--- config.mk ---
export PLATFORM = sky130hd
export DESIGN_NAME = spi_cmd_decoder
export DESIGN_NICKNAME = d
export VERILOG_FILES = /design/src/rtl/spi_cmd_decoder.sv
export SDC_FILE = /design/constraint.sdc
export NUM_CORES = 1
export LEC_CHECK = 0
export CAP_MARGIN = 5
export CORE_MARGIN = 3
export CORE_UTILIZATION = 42
export CTS_BUF_LIST = sky130_fd_sc_hd__clkbuf_16
export DETAILED_ROUTE_END_ITERATION = 12
export MAX_ROUTING_LAYER = met4
export PLACE_DENSITY_LB_ADDON = 0.1
export SLEW_MARGIN = 0
export SYNTH_ARGS = -nofsm -noshare
export SYNTH_HDL_FRONTEND = slang
export SYNTH_SLANG_ARGS = --single-unit
--- constraint.sdc ---
create_clock -name clk -period 3.15 [get_ports clk]
set_input_delay 0.4725 -clock clk [delete_from_list [all_inputs] [get_ports clk]]
set_output_delay 0.4725 -clock clk [all_outputs]
set_load 0.02 [all_outputs]
--- src/rtl/spi_cmd_decoder.sv ---
// Decodes SPI packets into parameter-memory accesses; READ responds with load at N+2+READ_LATENCY.
// No backpressure: packets arriving outside IDLE are dropped and flagged on sticky overrun.
module spi_cmd_decoder #(
  parameter int DATA_WIDTH   = 32,
  parameter int ADDR_WIDTH   = 10,
  parameter int READ_LATENCY = 2,
  localparam int PACKET_WIDTH = DATA_WIDTH + 8
) (
  input  logic                    clk,
  input  logic                    rst,
  input  logic [PACKET_WIDTH-1:0] rxData,
  input  logic                    dataReady,
  output logic [PACKET_WIDTH-1:0] txData,
  output logic                    load,
  output logic [ADDR_WIDTH-1:0]   mem_addr,
  output logic [DATA_WIDTH-1:0]   mem_wdata,
  output logic                    mem_we,
  output logic                    mem_re,
  input  logic [DATA_WIDTH-1:0]   mem_rdata,
  output logic                    overrun
);

  localparam int CNT_W = (READ_LATENCY > 1) ? $clog2(READ_LATENCY) : 1;

  typedef enum logic [2:0] {
    S_IDLE,
    S_WRITE,
    S_READ_REQ,
    S_READ_WAIT,
    S_RESPOND
  } state_t;

  localparam logic [1:0] OP_NOP   = 2'b00;
  localparam logic [1:0] OP_WRITE = 2'b01;
  localparam logic [1:0] OP_READ  = 2'b10;
  localparam logic [1:0] OP_SET   = 2'b11;

  state_t                state;
  logic [ADDR_WIDTH-1:0] addr;
  logic                  autoinc;
  logic [CNT_W-1:0]      cnt;
  logic [1:0]            op;

  // Reserved header bits carry no meaning.
  logic unused_hdr;
  assign unused_hdr = ^rxData[PACKET_WIDTH-4:PACKET_WIDTH-8];

  assign op       = rxData[PACKET_WIDTH-1:PACKET_WIDTH-2];
  assign mem_addr = addr;

  always_ff @(posedge clk or posedge rst) begin
    if (rst) begin
      state     <= S_IDLE;
      addr      <= '0;
      autoinc   <= 1'b0;
      cnt       <= '0;
      txData    <= '0;
      load      <= 1'b0;
      mem_we    <= 1'b0;
      mem_re    <= 1'b0;
      mem_wdata <= '0;
      overrun   <= 1'b0;
    end else begin
      mem_we <= 1'b0;
      mem_re <= 1'b0;
      load   <= 1'b0;
      if (dataReady && state != S_IDLE) overrun <= 1'b1;
      case (state)
        S_IDLE: begin
          if (dataReady) begin
            autoinc <= rxData[PACKET_WIDTH-3];
            case (op)
              OP_NOP: if (rxData[0]) overrun <= 1'b0;
              OP_WRITE: begin
                mem_we    <= 1'b1;
                mem_wdata <= rxData[DATA_WIDTH-1:0];
                state     <= S_WRITE;
              end
              OP_READ: begin
                mem_re <= 1'b1;
                state  <= S_READ_REQ;
              end
              OP_SET: addr <= rxData[ADDR_WIDTH-1:0];
              default: ;
            endcase
          end
        end
        S_WRITE: begin
          if (autoinc) addr <= addr + ADDR_WIDTH'(1);
          state <= S_IDLE;
        end
        S_READ_REQ: begin
          if (autoinc) addr <= addr + ADDR_WIDTH'(1);
          cnt   <= CNT_W'(READ_LATENCY - 1);
          state <= S_READ_WAIT;
        end
        S_READ_WAIT: begin
          // Last wait cycle is the one where mem_rdata becomes valid.
          if (cnt == '0) begin
            txData <= {4'hA, 3'b000, overrun, mem_rdata};
            load   <= 1'b1;
            state  <= S_RESPOND;
          end else begin
            cnt <= cnt - CNT_W'(1);
          end
        end
        S_RESPOND: state <= S_IDLE;
        default:   state <= S_IDLE;
      endcase
    end
  end

endmodule

[Yosys cells after proc, flatten, opt, wreduce, memory -nomap -nowiden]
Index checks and enable logic that the tools add are counted.
Storage, ports and cells
  bits in writable memories: 0
  bits in latches: 0
  bits in read-only memories: 0
  memories kept: 0
  output and inout bits: 86
  input port bits: 75
  bits in registers: 85
  logic and storage cells: 59
Operators by class
  div/mod/pow operators: 0
  eq/ne operators: 11
  shift-type cells: 0
  add/sub/neg operators: 2
  reduce and logical (&&, ||, !) cells: 12
  order comparisons: 0
  multipliers: 0
  bitwise gates (word level): 1
  mux-type cells: 23
Operators with widths (number)
  $mux W10: 3
  $pmux W10 S2: 1
  $mux W1: 14
  $add A10 B1 Y10 const B: 1
  $pmux W3 S3: 1
  $eq A3 B2 Y1 const B: 2
  $mux W3: 2
  $pmux W3 S2: 1
  $reduce_and A3 Y1: 2
  $eq A2 B2 Y1 const B: 2
  $ne A2 B1 Y1 const B: 2
  $ne A2 B2 Y1 const B: 2
  $reduce_and A2 Y1: 2
  $reduce_and A4 Y1: 1
  $reduce_bool A2 Y1: 2
  $eq A3 B1 Y1 const B: 1
  $logic_not A3 Y1: 1
  $ne A3 B1 Y1 const B: 1
  $reduce_bool A3 Y1: 1
  $eq A2 B1 Y1 const B: 1
  $logic_not A2 Y1: 1
  $pmux W1 S2: 1
  $reduce_or A2 Y1: 1
  $logic_and A1 B1 Y1: 1
  other kinds (2): 2

[Logic depth before layout (Yosys ltp)]
Gate-level depths: netlist (run 1).
  depth in word-level cells: 7
  depth in mapped cells: 7

[Least setup slack after synthesis (run 1)]
OpenSTA, ideal clock, no wires.
  path type: register to register
  from: register state[1]
  to: register mem_wdata[10]
  data arrival time: 1549 ps
  data required time: 3025 ps
  setup time: 125 ps
  slack: 1476 ps
  buffers on the path: 2
  stages on the path, launching flop included: 6
  path through: dfrtp_1 buf_6 or3_4 nor2_8 buf_12 mux2_4
Between the ends
  word-level cells in the longest chain between the ends: 2
RTL lines
  start: declaration: line 38  | state_t state;
  start signal: assignment: line 53  | state <= S_IDLE;
  start signal: assignment: line 77  | state <= S_WRITE;
  start signal: assignment: line 81  | state <= S_READ_REQ;
  $logic_not A3 Y1: line 68  | case (state)
  $reduce_and A3 Y1 (no source line)
  end signal: assignment: line 76  | mem_wdata <= rxData[DATA_WIDTH-1:0];
  end: declaration: line 16  | output logic [DATA_WIDTH-1:0] mem_wdata,
No other way between the ends.
A chain may end at the register's enable or synchronous reset.

[Worst setup path in the final report (run 1)]
  from: input port dataReady
  to: register mem_wdata[29]
Between the ends
  word-level cells in the longest chain between the ends: 1
RTL lines
  start: declaration: line 12  | input logic dataReady,
  $reduce_and A3 Y1 (no source line)
No other way between the ends.

==> reports/qor.txt, run 1 <==
Status -> completed
Worst-Skew Late Latency -> 330 ps
Post-synthesis sequential area ratio -> 56.8%
Share of cells above drive strength 1 -> 22.5%
Ys flop type -> dfrtp_1
Post_cts resized -> 0
Area Overhead vs Synth -> 49.1%
Worst-path fanout max -> 21
Placed wire-length estimate -> 6210 um
Most common library cells after synthesis -> dfrtp_1, mux2_2, mux2_4, nand2_1
Post-synth cell types -> 42
DRC violations left -> 0
Hold WC Path Type -> register to register
CP Class -> input pin to register
Synthesis-stage register bit count -> 85
Max H-tree Level -> 3
Setup TNS -> 0 ps
Vias in the first global route -> 2697
Pwr dens -> 1100 nW/um2
Top-area cell type share of the netlist area -> 56.8%
Final slew viol count -> 0
Vias/cell -> 4.99
WL per Instance -> 16.5 um
WP data required -> 3360 ps
Startpoint Class -> input pin
Clock sinks -> 85
CP arrival -> 2430 ps
Antenna violations before repair -> 0
Post-Syn Area -> 3750 um2
CTS tree -> yes
Worst VDD drop -> 0.576 mV
Core area -> 8420 um2
Crit path capture type -> register
Hold Buf Count CTS -> 0
Tot Pwr -> 6150 uW
Global placer's final weighted congestion -> 0.759
Post-Layout Inst Area -> 5590 um2
CTS clk-pin slew, worst paths -> 60 ps
GR Util All Layers -> 17.9%
Overflow left after global routing -> 0
Cell taking the most area after synthesis -> dfrtp_1
Die ar. -> 10100 um2
Cell count after synthesis -> 252
YS warnings -> 0
Antenna-violating nets left -> 0
Leak Pwr -> 0.00233 uW
Slew HR -> 43.2%
FFs w/ async S/R, synth -> 100%
Via count -> 2559
IO buf count -> 150
Final hold vios -> 0
Fmax -> 450 MHz
Worst Skew -> 5.01 ps
Tcrit/Tclk final -> 70.5%
N_diodes -> 0
IO Count -> 161
Worst Tran Pin Value -> 852 ps
NumNets Final -> 479
Clk buf depth -> 2
Count leader, synth -> dfrtp_1
Clk root buf -> clkbuf_16
Minimum clock period -> 2220 ps
Routed wire length -> 8460 um
DR iter-0 viols -> 59
Avg Cell Area, Syn -> 14.9 um2
Synth area leaders -> dfrtp_1, mux2_4, mux2_2
FP Rows -> 33
Buffer count from post-CTS setup fixing -> 0
Largest net degree at the start of global routing -> 47
DIE WIDTH -> 100 um
RSZ-0062 raised after global routing -> no
Filler cells -> 639
Dpl cell area -> 5270 um2
Post-synth EDFFs -> 0
Final setup viols -> 0
Initial Util -> 44.5%
Min Hold Slack -> 485 ps
Global-route wire length before repair -> 13800 um
DRT Pass-1 Iters -> 4
Die H -> 100 um
Finished Core Util -> 66.3%
TritonCTS Buffers -> 9
Max-cap violations -> 0
[critical path, cell delays in order]
cell and delay (ps):
clkdlybuf4s50_1 600, nor2b_1 200, nand2_1 170, nor2_8 370
buf_12 250, mux2_2 360
[logic make-up after synthesis]
group                    after synthesis  share of synthesized area [%]
multiplexers                          71                           24.1
AND/OR/NAND/NOR                       44                           7.45
other                                  1                          0.100
flip-flops                            85                           56.8
adder cells (fa/ha/maj)                1                          0.334
buffers and inverters                 20                           4.91
AO/OA/AOI/OAI                         29                           5.91
XOR/XNOR                               1                          0.434
[path summary, 6_finish.rpt]
check | start | endpoint | slack (ps) | depth (start not counted)
worst max-delay path | dataReady | mem_wdata[29] | 930 | 6
worst min-delay path | cnt | cnt | 490 | 2
worst max register to register | state[1] | mem_wdata[29] | 1090 | 4
worst min register to register | cnt | cnt | 490 | 2
max in group asynchronous | rst | txData[11] | 1900 | 3
min in group asynchronous | rst | mem_wdata[31] | 540 | 2
[metrics by stage]
| stage | instances | worst slack, ps |
|---|---|---|
| after floorplan | 256 | 484 |
| after global placement | 497 | 632 |
| after detailed placement | 497 | 580 |
| after CTS | 513 | 925 |
| after global routing | 513 | 829 |
| final | 513 | 930 |
[cell type report]
| cell class | count | area, um2 | share of cell area [%] |
|---|---|---|---|
| flip-flops and latches | 85 | 2130 | 38.1 |
| repair buffers | 153 | 1550 | 27.7 |
| multi-input cells | 151 | 1450 | 26.0 |
| clock buffers | 9 | 225 | 4.03 |
| well taps | 105 | 131 | 2.35 |
| clock inverters | 7 | 91.3 | 1.63 |
| inverters | 3 | 12.5 | 0.224 |
[power by group]
part           switching, uW  leakage (uW)  internal, uW
sequential               346       0.00100          1620
clock                    413      0.000150           690
combinational           1410       0.00118          1660
[cells in the final DEF (no fill, tap or decap), drive strengths merged, types with 3 or more instances in the layout]
| master | n |
|---|---|
| nand3 | 7 |
| mux2 | 66 |
| nand2 | 14 |
| clkdlybuf4s50 | 150 |
| nand3b | 3 |
| dfrtp | 85 |
| a21oi | 12 |
| clkinv | 3 |
| a2bb2oi | 6 |
| conb | 5 |
| clkbuf | 9 |
| inv | 3 |
| buf | 3 |
| o22a | 3 |
| mux2i | 5 |
| nor2 | 4 |
[sequential cells by signal, summed over array words and instances (netlist names)]
register / cells
mem_wdata: 32
overrun: 1
load: 1
txData: 34
mem_we: 1
mem_addr: 10
cnt: 1
autoinc: 1
state: 3
mem_re: 1
[routing by layer]
metal | GRT usage [%] | vias to the layer above | routed length (um)
li1 | - | 1199 | -
met1 | 22.9 | 1252 | 3740
met2 | 28.7 | 96 | 4150
met3 | 2.85 | 12 | 425
met4 | 6.94 | 0 | 144
met5 | - | - | 0
(Power assumes the default switching activity.)
==> run 2, diff against run 1 <==
- clock period: 3.15 -> 2.3 ns (I/O delays scaled with it)
==> run 2 against run 1 <==
  * Core utilization is 0.77 points higher
  * Global-route usage is 0.15 points lower
  * Combinational power rose by 40%
  * Clock power is 37% higher
  * Clock-buffer cell count unchanged
  * Via count increased by 0.35%
  * Design area up 1.2%
  * Setup slack got worse by 460 ps
  * Largest cell class unchanged
==> reports/qor.txt, run 2 (same netlist as run 1, synthesis figures left out) <==
Register area -> 2130 um2 (unchanged)
Register-to-register setup slack -> 470 ps (-620 ps)
DRC violations left -> 0 (unchanged)
Clock sinks -> 85 (unchanged)
Initial Util -> 44.5% (unchanged)
WL per Instance -> 16.3 um (-1.3%)
RR Endpoint -> mem_wdata[3]
Leak Pwr -> 0.00236 uW (+1.2%)
RSZ-0062 raised after global routing -> no
CP arrival -> 2040 ps (-390 ps)
DR iter-0 viols -> 46 (-22%)
Clk buf depth -> 2 (unchanged)
Final setup viols -> 0 (unchanged)
Minimum clock period -> 1830 ps
Startpoint Class -> register
IO Count -> 161 (unchanged)
DIE WIDTH -> 100 um (unchanged)
IO buf count -> 150 (unchanged)
Die H -> 100 um (unchanged)
Overflow left after global routing -> 0 (unchanged)
Worst Tran Pin Value -> 579 ps (-273 ps)
Register with the most flip-flops -> txData
Max-cap violations -> 0 (unchanged)
Global-route wire length before repair -> 13700 um (-0.45%)
Via count -> 2568 (+0.35%)
Share of cells above drive strength 1 -> 23.5% (+0.94 points)
Final hold vios -> 0 (unchanged)
NumNets Final -> 484 (+1.0%)
Most frequent cells in the layout -> clkdlybuf4s50_1, dfrtp_1, mux2_2
Multi-input logic area -> 1450 um2 (unchanged)
N_diodes -> 0 (unchanged)
Worst VDD drop -> 0.782 mV (+36%)
Worst-case reg-to-reg path depth -> 4 (unchanged)
Most common cell after layout, fill and taps aside -> clkdlybuf4s50_1
WHS Endpoint -> cnt
Largest net degree at the start of global routing -> 86 (+83%)
Min setup slack post-route -> 467 ps (-463 ps)
Buffer count from post-CTS setup fixing -> 0 (unchanged)
Routed wire length -> 8430 um (-0.31%)
Fin cells -> 518 (+0.97%)
Vias/cell -> 4.96 (-0.62%)
Global placer's final weighted congestion -> 0.770 (+1.4%)
Max reg flops -> 34 (unchanged)
Hold WC Path Type -> register to register
Vias in the first global route -> 2645 (-1.9%)
GR Util All Layers -> 17.8% (-0.15 points)
Filler cells -> 634 (-0.78%)
Clk root buf -> clkbuf_16
Worst-Skew Late Latency -> 330 ps (about the same)
Pwr dens -> 1500 nW/um2 (+37%)
DRT Pass-1 Iters -> 4 (unchanged)
Hold Buf Count CTS -> 0 (unchanged)
Die ar. -> 10100 um2 (unchanged)
CTS tree -> yes
FP Rows -> 33 (unchanged)
Area Overhead vs Synth -> 50.9%
Slew HR -> 61.4% (+18 points)
Post_cts resized -> 0 (unchanged)
Crit path capture type -> register
Core area -> 8420 um2 (unchanged)
Status -> completed
CTS clk-pin slew, worst paths -> 60 ps (about the same)
Setup TNS -> 0 ps (unchanged)
Fmax -> 546 MHz
Final slew viol count -> 0 (unchanged)
Antenna-violating nets left -> 0 (unchanged)
Max H-tree Level -> 3 (unchanged)
Placed wire-length estimate -> 6040 um (-2.7%)
Worst Hold Launch -> cnt
TritonCTS Buffers -> 9 (unchanged)
Cell total after placement -> 502 (+1.0%)
Hold depth -> 2 (unchanged)
Worst Skew -> 10.4 ps (+5.40 ps)
CP Class -> register to register
Tcrit/Tclk final -> 79.7%
Worst-path fanout max -> 14 (-33%)
WP data required -> 2510 ps (-850 ps)
Antenna violations before repair -> 0 (unchanged)
Pre-CTS setup slack -> 214 ps (-366 ps)
Reg2reg start -> state[0]
run 2: stage by stage:
step	power [uW]	hold WS, ps	instance area [um2]	utilization, %
3_5_place_dp	7050	468	5340	63.3
2_1_floorplan	5250	417	3760	-
4_1_cts	8600	483	5650	67.1
5_1_grt	8990	514	5650	67.1
3_3_place_gp	6950	456	5340	63.3
6_report	8490	481	5650	67.1
run 2: worst max-delay path: stages, from the launching register on:
cell and delay, ps:
dfrtp_1 500, or3_4 460, nor2_8 230, buf_12 200, mux2_4 310
run 2: final cells by class:
cell class,instances,area share [%]
timing repair buffer,158,28.5
inverter,3,0.266
clock inverter,7,1.62
multi-input combinational,151,25.7
sequential,85,37.6
clock buffer,9,3.98
tap,105,2.32
run 2: power breakdown:
group	switching, uW	internal [uW]
combinational	1960	2340
sequential	461	2220
clock	565	945
total	2990	5500
run 2: how the worst max path moves through the flow:
stage / start / slack [ps] / to / depth (start not counted)
floorplan: state[1] / 630 / mem_wdata[10] / 5
global placement: rxData[39] / 250 / mem_wdata[7] / 6
global route: state[0] / 360 / mem_addr[8] / 4
CTS: state[0] / 450 / mem_wdata[3] / 4
finish: state[0] / 470 / mem_wdata[3] / 4
detailed placement: rxData[39] / 210 / mem_wdata[7] / 6
run 2: metal layers:
metal  global-route usage [%]  up-vias  wire [um]
met4                     6.53        0         89
met5                        -        -          0
met3                     3.47       11        529
met1                     23.4     1252       3670
met2                     27.4      101       4140
li1                         -     1204          -
